$ cat src/rtl/stb_pkg.sv
// -----------------------------------------------------------------------------
// stb_pkg
// Shared definitions for the store-buffer controllers (dcache side and LSU
// side). Holds the dcache-side FSM state encoding.
// -----------------------------------------------------------------------------
package stb_pkg;

  // IDLE   : nothing presented; lets stb_empty settle between stores
  // WRITE  : head entry presented to dcache, waiting for ack
  // RETIRE : dcache accepted; pop the head entry when the LSU is not writing
  typedef enum logic [1:0] {
    IDLE   = 2'd0,
    WRITE  = 2'd1,
    RETIRE = 2'd2
  } stb_cache_state_e;

endpackage

$ cat src/rtl/stb_cache_controller_if.sv
// -----------------------------------------------------------------------------
// stb_cache_controller_if
// Bundles the store-buffer / dcache / LSU handshake signals of the dcache-side
// store-buffer controller.
//   master : controller view (drives dcache request, buffer pop, status)
//   slave  : environment view (store buffer, dcache and LSU)
// Signals:
//   stb_empty          buffer holds no valid entry
//   stb_wr_en          LSU writes the buffer this cycle (buffer ignores pops)
//   dcache2stb_ack     dcache accepted the presented store
//   lsu2stb_fence      LSU requests a full drain (level)
//   rd_sel             buffer read mux toward dcache
//   stb2dcache_w_en    store request valid to dcache
//   stb_rd_en          retire the head entry
//   stb2lsu_fence_done drain complete
//   stb_timeout_err    sticky dcache-ack timeout flag
//   stb_retired_cnt    count of retired stores (wraps)
// -----------------------------------------------------------------------------
interface stb_cache_controller_if #(
  parameter int unsigned CNT_W = 16
);
  logic             stb_empty;
  logic             stb_wr_en;
  logic             dcache2stb_ack;
  logic             lsu2stb_fence;
  logic             rd_sel;
  logic             stb2dcache_w_en;
  logic             stb_rd_en;
  logic             stb2lsu_fence_done;
  logic             stb_timeout_err;
  logic [CNT_W-1:0] stb_retired_cnt;

  modport master (
    input  stb_empty, stb_wr_en, dcache2stb_ack, lsu2stb_fence,
    output rd_sel, stb2dcache_w_en, stb_rd_en, stb2lsu_fence_done,
           stb_timeout_err, stb_retired_cnt
  );

  modport slave (
    output stb_empty, stb_wr_en, dcache2stb_ack, lsu2stb_fence,
    input  rd_sel, stb2dcache_w_en, stb_rd_en, stb2lsu_fence_done,
           stb_timeout_err, stb_retired_cnt
  );
endinterface

$ cat src/rtl/stb_ack_watchdog.sv
// -----------------------------------------------------------------------------
// stb_ack_watchdog
// Counts WRITE cycles without a dcache ack and raises a sticky error once
// TIMEOUT_CYCLES such cycles have elapsed since the last clear.
// Ports:
//   clk        clock
//   rst        synchronous reset, active-high
//   i_clear    restart the count (entry into WRITE); error is not cleared
//   i_count_en one more WRITE cycle without ack
//   o_err      sticky timeout error, cleared only by reset
// -----------------------------------------------------------------------------
module stb_ack_watchdog #(
  parameter int unsigned TIMEOUT_CYCLES = 64
) (
  input  logic clk,
  input  logic rst,
  input  logic i_clear,
  input  logic i_count_en,
  output logic o_err
);
  localparam int unsigned       CW    = $clog2(TIMEOUT_CYCLES + 1);
  localparam logic [CW-1:0]     LIMIT = CW'(TIMEOUT_CYCLES);

  logic [CW-1:0] r_cnt;
  logic          r_err;

  // Saturating no-ack counter; the error sets on the edge the count reaches LIMIT
  always_ff @(posedge clk) begin
    if (rst) begin
      r_cnt <= '0;
      r_err <= 1'b0;
    end else if (i_clear) begin
      r_cnt <= '0;
    end else if (i_count_en && (r_cnt != LIMIT)) begin
      r_cnt <= r_cnt + CW'(1);
      if (r_cnt == (LIMIT - CW'(1))) begin
        r_err <= 1'b1;
      end
    end
  end

  assign o_err = r_err;
endmodule

$ cat src/rtl/stb_cache_controller.sv
// -----------------------------------------------------------------------------
// stb_cache_controller
// Drains the store buffer into the dcache one entry at a time:
// IDLE -> WRITE (hold request until ack) -> RETIRE (pop head) -> IDLE.
// Ports:
//   clk    clock, rising edge
//   rst_n  synchronous reset, active-high (asserted = 1)
//   bus    stb_cache_controller_if.master handshake bundle
// Parameters:
//   TIMEOUT_CYCLES  no-ack WRITE cycles before stb_timeout_err sets
//   CNT_W           width of the retired-store counter
// -----------------------------------------------------------------------------
module stb_cache_controller
  import stb_pkg::*;
#(
  parameter int unsigned TIMEOUT_CYCLES = 64,
  parameter int unsigned CNT_W          = 16
) (
  input  logic                         clk,
  input  logic                         rst_n,
  stb_cache_controller_if.master       bus
);
  stb_cache_state_e  r_state;
  stb_cache_state_e  w_state_nxt;
  logic [CNT_W-1:0]  r_retired_cnt;
  logic              w_rd_sel;
  logic              w_w_en;
  logic              w_rd_en;
  logic              w_wd_clear;
  logic              w_wd_count;
  logic              w_timeout_err;

  // FSM state register
  always_ff @(posedge clk) begin
    if (rst_n) begin
      r_state <= IDLE;
    end else begin
      r_state <= w_state_nxt;
    end
  end

  // FSM next state and outputs
  always_comb begin
    w_state_nxt = r_state;
    w_rd_sel    = 1'b0;
    w_w_en      = 1'b0;
    w_rd_en     = 1'b0;
    w_wd_clear  = 1'b0;
    w_wd_count  = 1'b0;
    case (r_state)
      IDLE: begin
        if (!bus.stb_empty) begin
          w_state_nxt = WRITE;
          w_wd_clear  = 1'b1;
        end else begin
          w_state_nxt = IDLE;
        end
      end
      WRITE: begin
        w_rd_sel = 1'b1;
        w_w_en   = 1'b1;
        if (bus.dcache2stb_ack) begin
          w_state_nxt = RETIRE;
        end else begin
          w_state_nxt = WRITE;
          w_wd_count  = 1'b1;
        end
      end
      RETIRE: begin
        // The buffer ignores pops while the LSU writes; a pop during reset
        // would retire an entry the buffer is discarding anyway.
        w_rd_en = !bus.stb_wr_en && !rst_n;
        if (w_rd_en) begin
          w_state_nxt = IDLE;
        end else begin
          w_state_nxt = RETIRE;
        end
      end
      default: begin
        w_state_nxt = IDLE;
      end
    endcase
  end

  // Retired-store counter, wraps naturally at 2^CNT_W
  always_ff @(posedge clk) begin
    if (rst_n) begin
      r_retired_cnt <= '0;
    end else if (w_rd_en) begin
      r_retired_cnt <= r_retired_cnt + CNT_W'(1);
    end else begin
      r_retired_cnt <= r_retired_cnt;
    end
  end

  stb_ack_watchdog #(
    .TIMEOUT_CYCLES (TIMEOUT_CYCLES)
  ) u_watchdog (
    .clk        (clk),
    .rst        (rst_n),
    .i_clear    (w_wd_clear),
    .i_count_en (w_wd_count),
    .o_err      (w_timeout_err)
  );

  assign bus.rd_sel             = w_rd_sel;
  assign bus.stb2dcache_w_en    = w_w_en;
  assign bus.stb_rd_en          = w_rd_en;
  assign bus.stb_timeout_err    = w_timeout_err;
  assign bus.stb_retired_cnt    = r_retired_cnt;
  assign bus.stb2lsu_fence_done = bus.lsu2stb_fence && (r_state == IDLE) && bus.stb_empty;
endmodule

$ cat src/flat_wrapper.sv
// flat-port wrapper written by rule: the top's interface ports become plain ports
module stb_cache_controller_flat import stb_pkg::*;
#(
  parameter int unsigned TIMEOUT_CYCLES = 64,
  parameter int unsigned CNT_W          = 16
)
  (clk, rst_n, bus_stb_empty, bus_stb_wr_en, bus_dcache2stb_ack, bus_lsu2stb_fence, bus_rd_sel, bus_stb2dcache_w_en, bus_stb_rd_en, bus_stb2lsu_fence_done, bus_stb_timeout_err, bus_stb_retired_cnt);
  stb_cache_controller_if #(.CNT_W(CNT_W)) bus_i ();
  input  logic clk;
  input  logic rst_n;
  input wire logic [$bits(bus_i.stb_empty)-1:0] bus_stb_empty;
  input wire logic [$bits(bus_i.stb_wr_en)-1:0] bus_stb_wr_en;
  input wire logic [$bits(bus_i.dcache2stb_ack)-1:0] bus_dcache2stb_ack;
  input wire logic [$bits(bus_i.lsu2stb_fence)-1:0] bus_lsu2stb_fence;
  output wire logic [$bits(bus_i.rd_sel)-1:0] bus_rd_sel;
  output wire logic [$bits(bus_i.stb2dcache_w_en)-1:0] bus_stb2dcache_w_en;
  output wire logic [$bits(bus_i.stb_rd_en)-1:0] bus_stb_rd_en;
  output wire logic [$bits(bus_i.stb2lsu_fence_done)-1:0] bus_stb2lsu_fence_done;
  output wire logic [$bits(bus_i.stb_timeout_err)-1:0] bus_stb_timeout_err;
  output wire logic [$bits(bus_i.stb_retired_cnt)-1:0] bus_stb_retired_cnt;
  assign bus_i.stb_empty = bus_stb_empty;
  assign bus_i.stb_wr_en = bus_stb_wr_en;
  assign bus_i.dcache2stb_ack = bus_dcache2stb_ack;
  assign bus_i.lsu2stb_fence = bus_lsu2stb_fence;
  assign bus_rd_sel = bus_i.rd_sel;
  assign bus_stb2dcache_w_en = bus_i.stb2dcache_w_en;
  assign bus_stb_rd_en = bus_i.stb_rd_en;
  assign bus_stb2lsu_fence_done = bus_i.stb2lsu_fence_done;
  assign bus_stb_timeout_err = bus_i.stb_timeout_err;
  assign bus_stb_retired_cnt = bus_i.stb_retired_cnt;
  stb_cache_controller #(.TIMEOUT_CYCLES(TIMEOUT_CYCLES), .CNT_W(CNT_W)) u_core (.clk(clk), .rst_n(rst_n), .bus(bus_i));
endmodule
$ cat config.mk
export PLATFORM = sky130hd
export DESIGN_NAME = stb_cache_controller_flat
export DESIGN_NICKNAME = d
export VERILOG_FILES = /design/src/rtl/stb_pkg.sv /design/src/rtl/stb_cache_controller_if.sv /design/src/rtl/stb_ack_watchdog.sv /design/src/rtl/stb_cache_controller.sv /design/src/flat_wrapper.sv
export SDC_FILE = /design/constraint.sdc
export NUM_CORES = 1
export LEC_CHECK = 0
export CAP_MARGIN = 20
export CORE_ASPECT_RATIO = 0.9
export CORE_MARGIN = 2
export CORE_UTILIZATION = 44
export CTS_CLUSTER_DIAMETER = 40
export DETAILED_ROUTE_END_ITERATION = 10
export PLACE_DENSITY = 0.73
export SLEW_MARGIN = 0
export SYNTH_ARGS = -nofsm -noshare
export SYNTH_HDL_FRONTEND = slang
export SYNTH_HIERARCHICAL = 1
export SYNTH_SLANG_ARGS = --single-unit
$ cat constraint.sdc
create_clock -name clk -period 1.85 [get_ports clk]
set_input_delay 0.37 -clock clk [delete_from_list [all_inputs] [get_ports clk]]
set_output_delay 0.37 -clock clk [all_outputs]
set_load 0.01 [all_outputs]
== Word-level counts from Yosys, hierarchy flattened ==
Index checks and enable logic that the tools add are counted.
Widths: inputs -> output; s select.

* Bitwise logic cells: 1
* Add/sub/neg operators: 2
* Muxes and demuxes: 10
* Reductions and logical operators: 9
* Equal/unequal tests: 4

{| class="wikitable"
|+ Operators by type and width
! operator !! count
|-
| $add 16x1->16 const B || 1
|-
| $add 7x1->7 const B || 1
|-
| $eq 7x6->1 const B || 1
|-
| $mux 1 || 7
|-
| $ne 7x7->1 const B || 1
|-
| $pmux 2 s3 || 1
|-
| $logic_and 1x1->1 || 4
|-
| $mux 2 || 2
|-
| $reduce_and 3->1 || 1
|-
| $eq 2x1->1 const B || 1
|-
| $eq 2x2->1 const B || 1
|-
| $logic_not 1->1 || 2
|-
| $logic_not 2->1 || 1
|-
| $reduce_or 2->1 || 1
|-
| $not 1->1 || 1
|}

* Output and inout port bits: 21
* Bits in registers: 26
* Bits of input ports: 6

== Logic depth before layout (Yosys ltp) ==
Gate-level depths: netlist of the first run.

* Depth in word-level cells: 4
* Mapped depth: 5
* Depth with buffers taken out: 5

== Cells and area by module ==
Netlist of the first run, hierarchy kept.

{| class="wikitable"
|+ By module, submodules not included
! module !! cells each !! sequential area each (sq um) !! times used !! area an instance (sq um)
|-
| stb_cache_controller || 95 || 360.3 || 1 || 839.6
|-
| stb_ack_watchdog || 47 || 160.2 || 1 || 396.6
|}

== Worst setup path before layout of the first run ==
OpenSTA, ideal clock, no wires.

* Path kind: register -> register
* Start point: register u_core.r_state[0]
* End point: register u_core.u_watchdog.r_err (netlist: u_core/u_watchdog/o_err)
* Stages on the path, launching flop included: 6
* Setup time: 70 ps
* Data arrival time: 1796 ps
* Data required time: 1780 ps
* Setup slack: -15 ps
* Buffers on the path: 0
* Cells stage by stage: dfxtp_1 nor2b_1 nor2b_1 nand2_2 or4b_1 a21oi_1

* Cells in the longest elaborated chain, start to end: 4

{| class="wikitable"
|+ RTL lines
! what !! line !! source
|-
| from (decl) || stb_cache_controller.sv:23 || <nowiki>stb_cache_state_e r_state;</nowiki>
|-
| from (signal assigned) || stb_cache_controller.sv:38 || <nowiki>r_state <= w_state_nxt;</nowiki>
|-
| $eq 2x1->1 || stb_cache_controller.sv:50 || <nowiki>case (r_state)</nowiki>
|-
| $mux 1 || stb_cache_controller.sv:50 ||
|-
| net u_core.w_wd_count || stb_cache_controller.sv:30 || <nowiki>logic w_wd_count;</nowiki>
|-
| $logic_and 1x1->1 || stb_ack_watchdog.sv:34 || <nowiki>end else if (i_count_en && (r_cnt != LIMIT)) begin</nowiki>
|-
| $reduce_and 3->1 (no line) || n/a ||
|-
| to (signal assigned) || stb_ack_watchdog.sv:31 || <nowiki>r_err <= 1'b0;</nowiki>
|-
| to (signal assigned) || stb_ack_watchdog.sv:37 || <nowiki>r_err <= 1'b1;</nowiki>
|-
| to (decl) || stb_ack_watchdog.sv:25 || <nowiki>logic r_err;</nowiki>
|}

The timed path passes the listed nets, and every way through them passes these cells.
A chain may end at the register's enable or synchronous reset.

== Worst setup path after layout of the first run ==
* Start point: register u_core.r_retired_cnt[0] (netlist: u_core/bus.stb_retired_cnt[0])
* End point: output bus_stb_retired_cnt[0]

{| class="wikitable"
|+ RTL lines
! what !! line !! source
|-
| from (decl) || stb_cache_controller.sv:25 || <nowiki>logic [CNT_W-1:0] r_retired_cnt;</nowiki>
|-
| from (signal assigned) || stb_cache_controller.sv:90 || <nowiki>r_retired_cnt <= r_retired_cnt + CNT_W'(1);</nowiki>
|-
| from (signal assigned) || stb_cache_controller.sv:92 || <nowiki>r_retired_cnt <= r_retired_cnt;</nowiki>
|-
| to (decl) || flat_wrapper.sv:20 || <nowiki>output wire logic [$bits(bus_i.stb_retired_cnt)-1:0] bus_stb_retired_cnt;</nowiki>
|}

No word-level cell between the ends.

==> results of run 1 <==
-- sequential cells by signal, indices dropped and copies added, names as in the netlist --
| register | cells |
|---|---|
| u_core/bus.stb_retired_cnt | 16 |
| u_core/r_state | 2 |
| u_core/u_watchdog/o_err | 1 |
| u_core/u_watchdog/r_cnt | 7 |
-- stage by stage --
stage               hold WS [ns]  cell area [um2]  util, %
finish                    0.4585             1640    60.69
global route              0.4840             1640    60.69
CTS                       0.4622             1630    60.32
detailed placement        0.4434             1588    58.75
global placement          0.4359             1588    58.75
floorplan                 0.4391             1239        -
-- path summary, 6_finish.rpt --
kind	to	slack (ns)	depth (start not counted)
max	bus_stb_retired_cnt[0]	0.11	2
min	u_core/u_watchdog/o_err	0.46	2
max reg2reg	u_core/bus.stb_retired_cnt[12]	0.16	7
min reg2reg	u_core/u_watchdog/o_err	0.46	2
-- Yosys cell counts --
cell type  count  area (um2)
a21oi_1        9       45.04
a2bb2oi_1      1       8.760
a311o_2        1       11.26
a41oi_1        1       8.760
and3_1         2       12.51
and4_1         3       26.28
buf_2          1       5.000
buf_4          1       7.510
clkbuf_1       3       11.26
dfxtp_1       26       520.5
ha_1           3       37.54
inv_1          5       18.77
mux2i_1        3       30.03
nand2_1       14       52.55
nand2_2        2       12.51
nand2b_1       4       25.02
nand3_1        4       20.02
nand4_1        6       37.54
nand4_4        1       21.27
nor2_1        17       63.81
nor2b_1        3       18.77
nor3_1         2       10.01
nor4b_4        1       23.77
o21ai_0        7       35.03
o31ai_1        2       15.01
or2_2          1       6.260
or3_1          5       31.28
or4_1          3       22.52
or4b_1         1       10.01
xnor2_1        1       8.760
xor2_1         9       78.83
-- kinds of logic after synthesis --
family                   share of synthesized area, %
AND/OR/NAND/NOR                                 31.88
flip-flops                                      42.11
AO/OA/AOI/OAI                                   10.02
XOR/XNOR                                        7.086
buffers and inverters                           3.441
multiplexers                                    2.429
adder cells (fa/ha/maj)                         3.037
-- worst max-delay path, stage by stage, from the launching register on --
cell and delay (ns):
dfxtp_1 0.36, buf_4 0.15, clkdlybuf4s50_1 0.54
-- layer usage --
metal,GRT usage [%],up-vias,part of all wire [%]
met5,0,-,0
met4,5.926,0,2.0
met3,4.965,6,3.1
met2,30.43,17,46
met1,21.66,493,49
li1,-,569,-
-- where the power goes --
part           total [mW]  switching (mW)  internal, mW
logic              0.0655          0.0338        0.0317
clock network       0.289           0.168         0.121
registers           0.569         0.00543         0.564
total               0.923           0.207         0.716
-- final cells by class --
cell class                 count  area (um2)
clock buffer                   4       36.28
fill                         239        1062
inverter                       5       18.77
multi-input combinational    106       681.9
sequential                    26       525.5
tap                           30       37.54
timing repair buffer          37       340.3
-- timing repair --
item	4_1_cts	5_1_grt
buffers inserted	1	0
pin swaps	0	2
endpoints found under the setup margin	4	5
hold buffers	0	0
resized for setup	8	4
hold endpoints to repair	0	0
==> flow_metrics.env, run 1 <==
export IMPL_critPathMaxFanout=4
export IMPL_yosysWarnings=6
export IMPL_cts_tree="yes"
export IMPL_final_setup_tns_ns=0
export IMPL_die_height_um=54.29
export IMPL_drtAntennaViolNets=0
export IMPL_cp_end_kind="primary output"
export IMPL_finalClockSkew_ns=0.001856
export IMPL_most_common_layout_cells="dfxtp_1 (24), clkdlybuf4s50_1 (20), nor2_1 (17)"
export IMPL_crit_start="u_core/bus.stb_retired_cnt[0]"
export IMPL_ys_ff_latch=26
export IMPL_start_kind="flop"
export IMPL_fmax_mhz=576.0
export IMPL_nNetsFinal=188
export IMPL_p_total_mw=0.9235
export IMPL_grt_max_degree=23
export IMPL_status="finished clean"
export IMPL_numCtsBuffers=3
export IMPL_drt_iter0_markers=38
export IMPL_routed_wl_um=2596
export IMPL_drv_slew=0
export IMPL_leakagePower_nw=0.6140
export IMPL_gp_congestion=0.8171
export IMPL_die_area_um2=3250
export IMPL_clk_insertion_delay_late_ns=0.32
export IMPL_num_vias=1085
export IMPL_cts_sinks=26
export IMPL_powerDensity_nw_per_um2=563.0
export IMPL_min_delay_start="u_core/u_watchdog/o_err"
export IMPL_hold_viol=0
export IMPL_synth_cells=142
export IMPL_crit_arrival_ns=1.37
export IMPL_grt_total_usage_pct=17.80
export IMPL_critical_path_class="flop to primary output"
export IMPL_seq_area_frac_synth_pct=42.11
export IMPL_grt_ovfl_total=0
export IMPL_min_period_ns=1.736
export IMPL_first_global_vias=1056
export IMPL_start_util_pct=45.74
export IMPL_std_cell_rows=18
export IMPL_cts_buffer_depth=2
export IMPL_drt_first_pass_iters=4
export IMPL_grt_setup_unrepaired="false"
export IMPL_worstReg2RegStart="u_core/r_state[1]"
export IMPL_setup_violations=0
export IMPL_final_common_cell="dfxtp_1"
export IMPL_io_buffer_count=26
export IMPL_layout_drive_gt1_share_pct=14.61
export IMPL_vias_per_cell=5.216
export IMPL_die_w_um=59.87
export IMPL_diodes=0
export IMPL_worst_pin_slew_ns=0.4389
export IMPL_slew_headroom_pct=70.52
export IMPL_grt_pass1_wl_um=4347
export IMPL_hold_path_class="flop to flop"
export IMPL_dp_slack_ns=-0.3419
export IMPL_ios=27
export IMPL_core_um2=2703
export IMPL_antenna_found_initial=0
export IMPL_clk_pin_slew_worst_paths_ns=0.13
export IMPL_dp_cells=203
export IMPL_vdd_ir_drop_max_uv=472.6
export IMPL_worst_slack_ns=0.1138
export IMPL_h_tree_depth=1
export IMPL_avgSynthCellArea_um2=8.706
export IMPL_cts_root_buf="clkbuf_4"
export IMPL_cp_required_ns=1.48
export IMPL_routedWlPerCell_um=12.48
export IMPL_drc=0
export IMPL_hpwl_um=1918
export IMPL_syn_nets=151
export IMPL_maxCapViolCount=0
export IMPL_post_route_period_util_pct=93.85
export IMPL_synth_cell_types=31
export IMPL_area_growth_pct=32.69
export IMPL_instances_no_fill=208
export IMPL_syn_area_um2=1236
No activity file was read; power rests on OpenSTA's default activity.
==> run 2, diff against run 1 <==
- CORE_UTILIZATION: 44 -> 24
- CTS_CLUSTER_SIZE: unset -> 16
- PLACE_DENSITY: 0.73 -> 0.44
==> run 2 against run 1 <==
Compared with the run above:
- core utilization down 26 points
- sequential power is essentially flat
- sequential cell count stayed put
- non-clock buffer count rose by 1
- critical path depth is 2 higher
- cell area is 4.0% higher
- cell count up 17%
- sequential share of layout area fell by 1.2 points
- register-to-register slack better by 0.03 ns
==> flow_metrics.env, run 2 (same netlist as run 1, synthesis figures left out) <==
export IMPL_die_w_um=79.65
export IMPL_ios=27
export IMPL_std_cell_rows=24
export IMPL_grt_ovfl_total=0
export IMPL_setup_violations=0
export IMPL_crit_family="buffers and inverters"
export IMPL_critPathMaxFanout=2
export IMPL_critical_path_class="input pin to primary output"
export IMPL_hold_path_class="flop to flop"
export IMPL_layout_drive_gt1_share_pct=13.97
export IMPL_die_height_um=72.09
export IMPL_core_um2=4895
export IMPL_cts_sinks=26
export IMPL_diodes=0
export IMPL_grt_setup_unrepaired="false"
export IMPL_cts_buffer_depth=2
export IMPL_fmax_mhz=591.8
export IMPL_post_route_util_pct=34.87
export IMPL_gp_congestion=0.8314
export IMPL_grt_total_usage_pct=10.37
export IMPL_die_area_um2=5742
export IMPL_holdBufCountCts=0
export IMPL_area_growth_pct=38.06
export IMPL_routedWlPerCell_um=11.48
export IMPL_cp_common_cell="dlygate4sd2_1"
export IMPL_slowest_stage="dlygate4sd2_1"
export IMPL_finalClockSkew_ns=0.002485
export IMPL_final_setup_tns_ns=0
export IMPL_final_common_cell="dfxtp_1"
export IMPL_cts_root_buf="clkbuf_8"
export IMPL_cp_buffers_inverters=3
export IMPL_post_route_period_util_pct=91.34
export IMPL_critical_path_max_stage_delay_ns=0.29
export IMPL_drt_iter0_markers=24
export IMPL_vdd_ir_drop_max_uv=273.9
export IMPL_h_tree_depth=1
export IMPL_most_common_layout_cells="dfxtp_1 (24), clkdlybuf4s50_1 (20), nor2_1 (17)"
export IMPL_crit_arrival_ns=1.32
export IMPL_start_kind="input pin"
export IMPL_numCtsBuffers=3
export IMPL_cp_required_ns=1.48
export IMPL_start_util_pct=25.26
export IMPL_slew_headroom_pct=65.43
export IMPL_worst_pin_slew_ns=0.5146
export IMPL_routed_wl_um=2802
export IMPL_status="finished clean"
export IMPL_drv_slew=0
export IMPL_drtAntennaViolNets=0
export IMPL_antenna_found_initial=0
export IMPL_path_cells="dlygate4sd2_1 > nor4b_4 > buf_4 > dlygate4sd2_1"
export IMPL_grt_max_degree=23
export IMPL_cts_tree="yes"
export IMPL_vias_per_cell=4.500
export IMPL_first_global_vias=1061
export IMPL_maxCapViolCount=0
export IMPL_nNetsFinal=189
export IMPL_grt_pass1_wl_um=4774
export IMPL_io_buffer_count=26
export IMPL_clk_pin_slew_worst_paths_ns=0.09
export IMPL_clk_insertion_delay_late_ns=0.27
export IMPL_hold_viol=0
export IMPL_cp_end_kind="primary output"
export IMPL_num_vias=1098
export IMPL_powerDensity_nw_per_um2=588.0
export IMPL_largest_reg_flops=16
export IMPL_drc=0
export IMPL_min_period_ns=1.690
export IMPL_leakagePower_nw=0.6462
export IMPL_drt_first_pass_iters=4
export IMPL_hpwl_um=2080
-- run 2: cell types whose count changed in the layout (fill, tap and decap cells not counted) --
cell             delta
buf_4               +1
clkbuf_4            -3
clkbuf_8            +3
clkdlybuf4s15_1     -1
dlymetal6s2s_1      +1
nand2_1             +1
nand2_2             -1
or4_1               +1
or4_4               -1
-- run 2: timing repair --
action,4_1_cts,5_1_grt
endpoints found under the setup margin,5,3
setup buffers,1,0
pin swaps,0,2
gates resized for setup,6,3
-- run 2: metrics by stage --
step	std cells	worst slack (ns)	hold WS [ns]	cell area (um2)	power (mW)
2_1_floorplan	142	0.06834	0.4391	1239	0.6182
3_3_place_gp	239	-0.3796	0.4372	1639	0.6574
3_5_place_dp	239	-0.3604	0.4466	1639	0.6589
4_1_cts	244	0.004576	0.4613	1700	1.033
5_1_grt	244	0.06345	0.4879	1707	1.056
6_report	244	0.1603	0.4529	1707	1.004
-- run 2: final cells by class --
class / instances / area [um2]
tap: 65 / 81.33
fill: 518 / 3188
timing repair buffer: 38 / 350.3
multi-input combinational: 106 / 675.6
inverter: 5 / 18.77
sequential: 26 / 525.5
clock buffer: 4 / 55.05
-- run 2: final timing paths --
kind / endpoint / slack [ns] / cells past startpoint / startpoint
min reg2reg: u_core/u_watchdog/o_err / 0.45 / 2 / u_core/u_watchdog/o_err
max reg2reg: u_core/bus.stb_retired_cnt[12] / 0.19 / 7 / u_core/r_state[0]
max: bus_stb_rd_en / 0.16 / 4 / rst_n
min: u_core/u_watchdog/o_err / 0.45 / 2 / u_core/u_watchdog/o_err
-- run 2: worst min-delay path: cells and delay by family, from the launching register on --
kind	cells	cell delay (ns)
compound gates	1	0.05
buf+inv	1	0.05
flops	1	0.32
-- run 2: where the power goes --
group / internal [mW] / switching [mW] / leakage [nW]
clock network: 0.190 / 0.172 / 0.0288
registers: 0.563 / 0.00567 / 0.211
logic: 0.0365 / 0.0360 / 0.407
-- run 2: metal layers --
metal / vias to the layer above / GRT usage [%] / routed length [um]
met5: - / 0 / 0
met4: 0 / 2.299 / 17
met3: 2 / 2.985 / 93
met2: 16 / 17.09 / 1326
met1: 511 / 13.51 / 1365
li1: 569 / - / -
